==> config.mk <==
export PLATFORM = sky130hd
export DESIGN_NAME = fetch_unit
export DESIGN_NICKNAME = d
export VERILOG_FILES = /design/src/rtl/fetch_unit.sv
export SDC_FILE = /design/constraint.sdc
export NUM_CORES = 1
export LEC_CHECK = 0
export BUFFER_PORTS_ARGS = -buffer_cell sky130_fd_sc_hd__buf_2
export CAP_MARGIN = 20
export CORE_MARGIN = 2
export CORE_UTILIZATION = 58
export DETAILED_ROUTE_END_ITERATION = 16
export PLACE_DENSITY = 0.89
export SLEW_MARGIN = 20
export SYNTH_ARGS = -nofsm -noshare
export SYNTH_HDL_FRONTEND = slang
export SYNTH_SLANG_ARGS = --single-unit
==> constraint.sdc <==
create_clock -name clk -period 18 [get_ports clk]
set_input_delay 0.9 -clock clk [delete_from_list [all_inputs] [get_ports clk]]
set_output_delay 0.9 -clock clk [all_outputs]
set_load 0.02 [all_outputs]
==> src/rtl/fetch_unit.sv <==
`default_nettype none
// ============================================================================
// Module   : fetch_unit
// Purpose  : Instruction fetch stage with a credit-checked in-order buffer,
//            valid/ready delivery to decode and redirect-driven flush.
// Revision : 1.0 - initial release
// ============================================================================
module fetch_unit #(
  parameter logic [31:0] RESET_PC = 32'h0000_0000,
  parameter int          DEPTH    = 2
) (
  input  logic        clk,
  input  logic        reset,
  output logic        imem_en,
  output logic [31:0] imem_addr,
  input  logic [31:0] imem_data,
  input  logic        redirect_valid,
  input  logic [31:0] redirect_pc,
  output logic        instr_valid,
  output logic [31:0] instr,
  output logic [31:0] instr_pc,
  input  logic        instr_ready
);

  localparam int             PW      = $clog2(DEPTH);
  localparam int             CW      = $clog2(DEPTH + 1);
  localparam logic [CW:0]    DEPTH_W = (CW + 1)'(DEPTH);

  logic [31:0]   fetch_pc;
  logic [31:0]   inflight_pc;
  logic          inflight;
  logic [31:0]   buf_word [DEPTH];
  logic [31:0]   buf_pc   [DEPTH];
  logic [PW-1:0] rd_ptr;
  logic [PW-1:0] wr_ptr;
  logic [CW-1:0] count;

  logic          pop;
  logic          wr;
  logic [CW:0]   occupancy;

  assign instr_valid = (count != '0) & ~reset & ~redirect_valid;
  assign pop         = instr_valid & instr_ready;
  assign wr          = inflight & ~redirect_valid;

  // Slots already promised after this cycle: held entries plus the response
  // in flight, minus the entry leaving now. Issue only if one remains free.
  assign occupancy = {1'b0, count} + {{CW{1'b0}}, inflight} - {{CW{1'b0}}, pop};
  assign imem_en   = ~reset & ~redirect_valid & (occupancy < DEPTH_W);
  assign imem_addr = fetch_pc;

  assign instr    = buf_word[rd_ptr];
  assign instr_pc = buf_pc[rd_ptr];

  always_ff @(posedge clk) begin
    if (reset) begin
      fetch_pc    <= RESET_PC;
      inflight    <= 1'b0;
      inflight_pc <= RESET_PC;
      rd_ptr      <= '0;
      wr_ptr      <= '0;
      count       <= '0;
    end else if (redirect_valid) begin
      fetch_pc <= redirect_pc & ~32'h0000_0003;
      inflight <= 1'b0;
      rd_ptr   <= '0;
      wr_ptr   <= '0;
      count    <= '0;
    end else begin
      inflight <= imem_en;
      if (imem_en) begin
        fetch_pc    <= fetch_pc + 32'd4;
        inflight_pc <= fetch_pc;
      end
      if (wr) begin
        wr_ptr <= wr_ptr + PW'(1);
      end
      if (pop) begin
        rd_ptr <= rd_ptr + PW'(1);
      end
      unique case ({wr, pop})
        2'b10:   count <= count + CW'(1);
        2'b01:   count <= count - CW'(1);
        default: count <= count;
      endcase
    end
  end

  // Storage carries no reset; only count decides what is visible.
  always_ff @(posedge clk) begin
    if (!reset && wr) begin
      buf_word[wr_ptr] <= imem_data;
      buf_pc[wr_ptr]   <= inflight_pc;
    end
  end

endmodule
`default_nettype wire

==> Yosys cells after proc, flatten, opt, wreduce, memory -nomap -nowiden <==
Memory sizes are Yosys's and may differ from the RTL's. A register that Yosys moved wholly into a read port is not among the register bits.
Index checks and enable logic that the tools add are counted.
{ "word_totals": {"ram_bits": 128, "ff_bits": 69, "elab_cells": 43, "memories": 2, "out_inout_bits": 98, "input_bits": 68} }
{ "op_classes": {"magnitude_cmp": 1, "bitwise_logic": 8, "n_reduce_logical": 7, "n_addsub": 7, "eq_ne": 2, "muxes": 9} }
{ "memory_table": {"columns": ["name", "words", "width", "read_ports", "rd_ports_with_merged_regs", "wr", "line", "text"], "rows": [
  ["buf_pc", 2, 32, 1, 1, 1, "33", "logic [31:0] buf_pc [DEPTH];"],
  ["buf_word", 2, 32, 1, 1, 1, "32", "logic [31:0] buf_word [DEPTH];"]
]} }
{ "op_table": {"columns": ["cell", "count"], "rows": [
  ["2-to-1 mux 32 bit", 2],
  ["adder 32 x 3 -> 32 bit (second input constant)", 1],
  ["AND 1 bit", 6],
  ["2-to-1 mux 1 bit", 6],
  ["nonzero test 2 bit", 3],
  ["case mux 2 bit (2 select lines)", 1],
  ["adder 2 x 1 -> 3 bit", 1],
  ["< comparator 3 x 2 -> 1 bit (second input constant)", 1],
  ["subtractor 3 x 1 -> 3 bit", 1],
  ["adder 1 bit (second input constant)", 2],
  ["adder 2 x 1 -> 2 bit (second input constant)", 1],
  ["== test 2 x 1 -> 1 bit (second input constant)", 1],
  ["== test 2 bit (second input constant)", 1],
  ["NOT 1 bit", 2],
  ["AND reduction 2 bit", 1],
  ["OR reduction 2 bit", 1],
  ["subtractor 2 x 1 -> 2 bit (second input constant)", 1],
  ["logical AND 1 bit", 1],
  ["logical NOT 1 bit", 1]
]} }

==> Logic depth before layout (Yosys ltp) <==
{ "logic_depth": {"word_depth": 9, "depth_mapped": 14, "mapped_depth_nobuf": 12} }

==> Least setup slack after synthesis <==
No wires, ideal clock.
{ "synth_timing": {"path_type": "input to register", "startpoint": "in redirect_valid", "endpoint": "mem buf_pc[1][10], enable pin", "path_stages": 4, "path_buffers": 1, "setup_ns": 0.571, "required_ns": 17.429, "arrival_ns": 5.907, "setup_slack_ns": 11.521, "cell_sequence": "inv_1 > clkbuf_1 > nand2_1 > nor3b_1"} }
{ "synth_via": {"elab_chain_len": 5} }
{ "synth_rtl": {"columns": ["item", "line", "text"], "rows": [
  ["from (decl)", "17", "input logic redirect_valid,"],
  ["NOT 1 bit (no line)", null, null],
  ["AND 1 bit", "44", "assign wr = inflight & ~redirect_valid;"],
  ["logical AND 1 bit", "91", "if (!reset && wr) begin"],
  ["2-to-1 mux 1 bit", "91", null],
  ["2-to-1 mux 1 bit (not written as such)", "93", "buf_pc[wr_ptr] <= inflight_pc;"],
  ["to (decl)", "33", null]
]} }
No other way between the ends.

==> Worst setup path in the final report <==
{ "layout_timing": {"startpoint": "in reset", "endpoint": "out imem_en"} }
{ "layout_via": {"elab_chain_len": 7, "elab_cells_between_ends": 8, "cone_classes": "add/sub: 1; order compare: 1; bitwise: 6"} }
{ "layout_rtl": {"columns": ["item", "line", "text"], "rows": [
  ["from (decl)", "13", "input logic reset,"],
  ["NOT 1 bit", "42", "assign instr_valid = (count != '0) & ~reset & ~redirect_valid;"],
  ["AND 1 bit (2 in a row)", "42", null],
  ["AND 1 bit", "43", "assign pop = instr_valid & instr_ready;"],
  ["via pop", "38", "logic pop;"],
  ["subtractor 3 x 1 -> 3 bit", "48", "assign occupancy = {1'b0, count} + {{CW{1'b0}}, inflight} - {{CW{1'b0}}, pop};"],
  ["< comparator 3 x 2 -> 1 bit", "49", "assign imem_en = ~reset & ~redirect_valid & (occupancy < DEPTH_W);"],
  ["AND 1 bit", "49", null],
  ["to (decl)", "14", "output logic imem_en,"]
]} }
The timed path passes the listed nets, and every way through them passes these cells.

==> impl_metrics.py <==
metrics = {
    "timing": {
        "max-slew-margin-rel_pct": 43.0,
        "finalCriticalPeriod_ns": 4.85,
        "fin_tns_setup_ns": 0,
        "post-route-period-util_pct": 27.0,
        "setup_viol_count_final": 0,
        "finalMaxSlewViolations": 0,
        "unrepaired_setup_endpoints_after_global_routing": "no",
        "hold_viol": 0,
        "worst_clock_skew_ns": 0.00729,
        "achievable-frequency_ghz": 0.206,
        "tightestPinTransition_ns": 0.854,
    },
    "logic_synthesis": {
        "post-synth-top-area-fraction_pct": 48.8,
        "netlist_top_cells_count": "sky130_fd_sc_hd__edfxtp_1, sky130_fd_sc_hd__nand2_1, sky130_fd_sc_hd__dfxtp_1, sky130_fd_sc_hd__mux2_2, sky130_fd_sc_hd__a21oi_1",
        "synth_warn": 0,
        "synthDistinctLibCells": 53,
        "synth-async-reset-ratio_pct": 0,
        "synth_area_leaders": "sky130_fd_sc_hd__edfxtp_1, sky130_fd_sc_hd__dfxtp_1, sky130_fd_sc_hd__mux2_2",
        "ys_seq_elements": 190,
        "synth_largest_area_cell": "sky130_fd_sc_hd__edfxtp_1",
        "post_synthesis_cell_area_sq_um": 7640,
        "synthesis.instances": 592,
        "number_of_enable_flip_flop_cells_after_synthesis": 124,
        "post-synth-top-count-cell": "sky130_fd_sc_hd__edfxtp_1",
        "synth_ff_type": "sky130_fd_sc_hd__edfxtp_1",
        "synth-seq-area-share_pct": 66.1,
        "syn_avg_cell_area_sq_um": 12.9,
    },
    "run": {
        "max-cap-violations": 0,
    },
    "detailed_routing": {
        "drc": 0,
        "vias": 5285,
        "drt_pre_antenna_iters": 6,
        "postRouteAntennaNets": 0,
        "post_drt_via_cell_ratio": 5.71,
        "drt_iter0_markers": 534,
        "wl_per_cell_um": 17.2,
        "totalWireLength_um": 15900,
    },
    "global_routing": {
        "global_route.overflow_total": 0,
        "wire_length_of_the_first_global_routing_pass_um": 25300,
        "largest_net_degree_at_the_start_of_global_routing": 70,
        "antenna_violations_before_repair": 0,
        "grt_pass1_vias": 5044,
        "grt.total_usage_pct": 22.8,
    },
    "place": {
        "place.detailed.instances": 893,
        "port_buffers": 159,
        "finalWeightedCongestion": 0.863,
        "detailedPlacementHpwl_um": 10300,
    },
    "worst_hold_path": {
        "worst_hold_path_type": "reg -> reg",
        "holdPathStages": 0,
        "endpoint_of_the_worst_hold_timing_path": "buf_pc[0][16]",
        "launch_instance_of_the_worst_min_delay_path": "inflight_pc[16]",
    },
    "clock_tree": {
        "post_cts_buffers": 0,
        "cts_hold_buf": 0,
        "cts_root_buffer": "sky130_fd_sc_hd__clkbuf_16",
        "clock_latency_on_the_worst_skew_pair_ns": 0.42,
        "worst_path_clk_slew_ns": 0.06,
        "tritoncts.num_buffers": 17,
        "clock_tree.buffer_depth": 2,
        "tritoncts_num_sinks": 190,
        "cts_tree": "done",
        "cts.htree.levels": 4,
        "ctsResizeCount": 0,
    },
    "layout": {
        "drive_gt1_share_pct": 36.4,
        "final_util_pct": 71.7,
        "final-instance-count-excl-fill": 925,
        "final_nets": 812,
        "flow.area_growth_from_synthesis_pct": 19.4,
        "number_of_inserted_diodes": 0,
    },
    "floorplanning": {
        "start_util_pct": 60.0,
        "pin_count": 166,
        "core.rowCount": 41,
        "floorplan_die_area_sq_um": 14100,
        "core-area_sq_um": 12700,
        "die_height_um": 119,
        "chip_width_um": 119,
    },
    "critical_path": {
        "crit_type": "in -> out",
        "reg2reg_depth": 11,
        "crit_path_cell_trace": "buf_2 -> buf_4 -> nor2_1 -> o21a_1 -> and2_1 -> ha_1 -> nand2b_1 -> fa_1 -> xnor2_1 -> nand3_2 -> inv_1 -> buf_4 -> buf_2",
        "critPathBufInv": 5,
        "worst_setup_path_start_kind": "input pin",
        "peak_fanout_along_the_critical_path": 68,
        "worstReg2RegStart": "count[1]",
        "end_kind": "primary output",
        "crit_required_ns": 17.10,
        "reg_to_reg_endpoint": "imem_addr[10]",
        "cp_data_arrival_time_ns": 3.95,
        "critical_path.slowest_cell": "sky130_fd_sc_hd__buf_4",
        "worst-r2r-setup-slack_ns": 14.75,
        "crit_family": "buffers and inverters",
        "critical-path-max-stage-delay_ns": 0.58,
    },
    "run_status": {
        "outcome": "complete, no violations",
    },
    "pwr": {
        "peakVddDrop_mv": 0.0643,
        "power-per-cell-area_nw_per_um2": 97.7,
        "power.leakage_nw": 3.47,
    },
}
-- stage by stage --
stage          worst slack (ns)  instance area [sq um]  power, mW  hold slack [ns]
4_1_cts                   13.18                   9120      0.896            0.455
5_1_grt                   12.95                   9120      0.922            0.471
3_3_place_gp              13.30                   8540      0.541            0.430
6_report                  13.15                   9120      0.891            0.452
2_1_floorplan             11.52                   7650      0.522            0.425
3_5_place_dp              13.19                   8540      0.543            0.440
-- final cells by class --
class                           instances  area (sq um)
Tap cell                              172           215
Clock buffer                           24           493
Fill cell                             882          3600
Sequential cell                       190          5050
Inverter                               10          37.5
Timing Repair Buffer                  166           848
Multi-Input combinational cell        355          2400
Clock inverter                          8          78.8
-- report_power, final --
part	internal, mW	total, mW	switching (mW)	leakage, nW
sequential	0.472	0.483	0.0105	1.76
clock	0.207	0.356	0.149	0.273
combinational	0.0194	0.0525	0.0331	1.44
total	0.698	0.891	0.193	3.47
-- sequential cells by signal, summed over array words and instances, names as in the netlist, named ones only --
signal,count
buf_word,64
buf_pc,60
imem_addr,30
inflight_pc,30
count,2
inflight,1
rd_ptr,1
wr_ptr,1
-- per-layer routing --
layer  wire length [um]  vias up  global-route usage (%)
met5                  0        -                       0
met4                308        0                    8.56
met3               1230       22                    5.55
met2               7770      232                    37.4
met1               6560     2559                    29.3
li1                   -     2472                       -
-- kinds of logic after synthesis --
| kind of cell | count (synthesis) | share of synthesized area [%] |
|---|---|---|
| AO/OA/AOI/OAI | 102 | 7.85 |
| XOR/XNOR | 14 | 1.61 |
| adder cells (fa/ha/maj) | 4 | 0.754 |
| buffers and inverters | 50 | 2.90 |
| flip-flops | 190 | 66.1 |
| multiplexers | 67 | 9.86 |
| other | 1 | 0.0491 |
| AND/OR/NAND/NOR | 164 | 10.9 |
-- how the worst max path moves through the flow --
stage / start / endpoint / slack [ns] / depth (start not counted)
after floorplan: redirect_valid / buf_pc[1][10] / 11.52 / 4
after global placement: reset / imem_en / 13.30 / 13
after detailed placement: reset / imem_en / 13.19 / 13
after CTS: reset / imem_en / 13.18 / 13
after global routing: reset / imem_en / 12.95 / 13
final: reset / imem_en / 13.15 / 13
-- placed cells by master, fill, tap and decap left out, drive strengths merged, types with 2 or more instances in the layout --
| cell type | synthesis | routed |
|---|---|---|
| a31oi | 12 | 12 |
| a21oi | 52 | 52 |
| nand4 | 11 | 11 |
| and3 | 5 | 5 |
| conb | 1 | 4 |
| a22oi | 3 | 3 |
| clkbuf | 27 | 24 |
| or4 | 2 | 2 |
| nand2 | 83 | 83 |
| or3 | 3 | 3 |
| xnor2 | 10 | 10 |
| o21a | 2 | 2 |
| o21ai | 11 | 11 |
| inv | 10 | 13 |
| nor3 | 10 | 10 |
| nand2b | 2 | 2 |
| edfxtp | 124 | 124 |
| clkinvlp | 0 | 3 |
| nand3 | 11 | 11 |
| nor4 | 9 | 9 |
| o22ai | 8 | 8 |
| buf | 13 | 166 |
| o311ai | 2 | 2 |
| dfxtp | 66 | 66 |
| nor4b | 2 | 2 |
| nor2 | 13 | 13 |
| mux2 | 66 | 66 |
| ha | 3 | 3 |
| a32oi | 3 | 3 |
| xor2 | 4 | 4 |
| and2 | 10 | 10 |
| a2bb2oi | 2 | 2 |
Note: power is estimated with default switching activity, not from simulation.
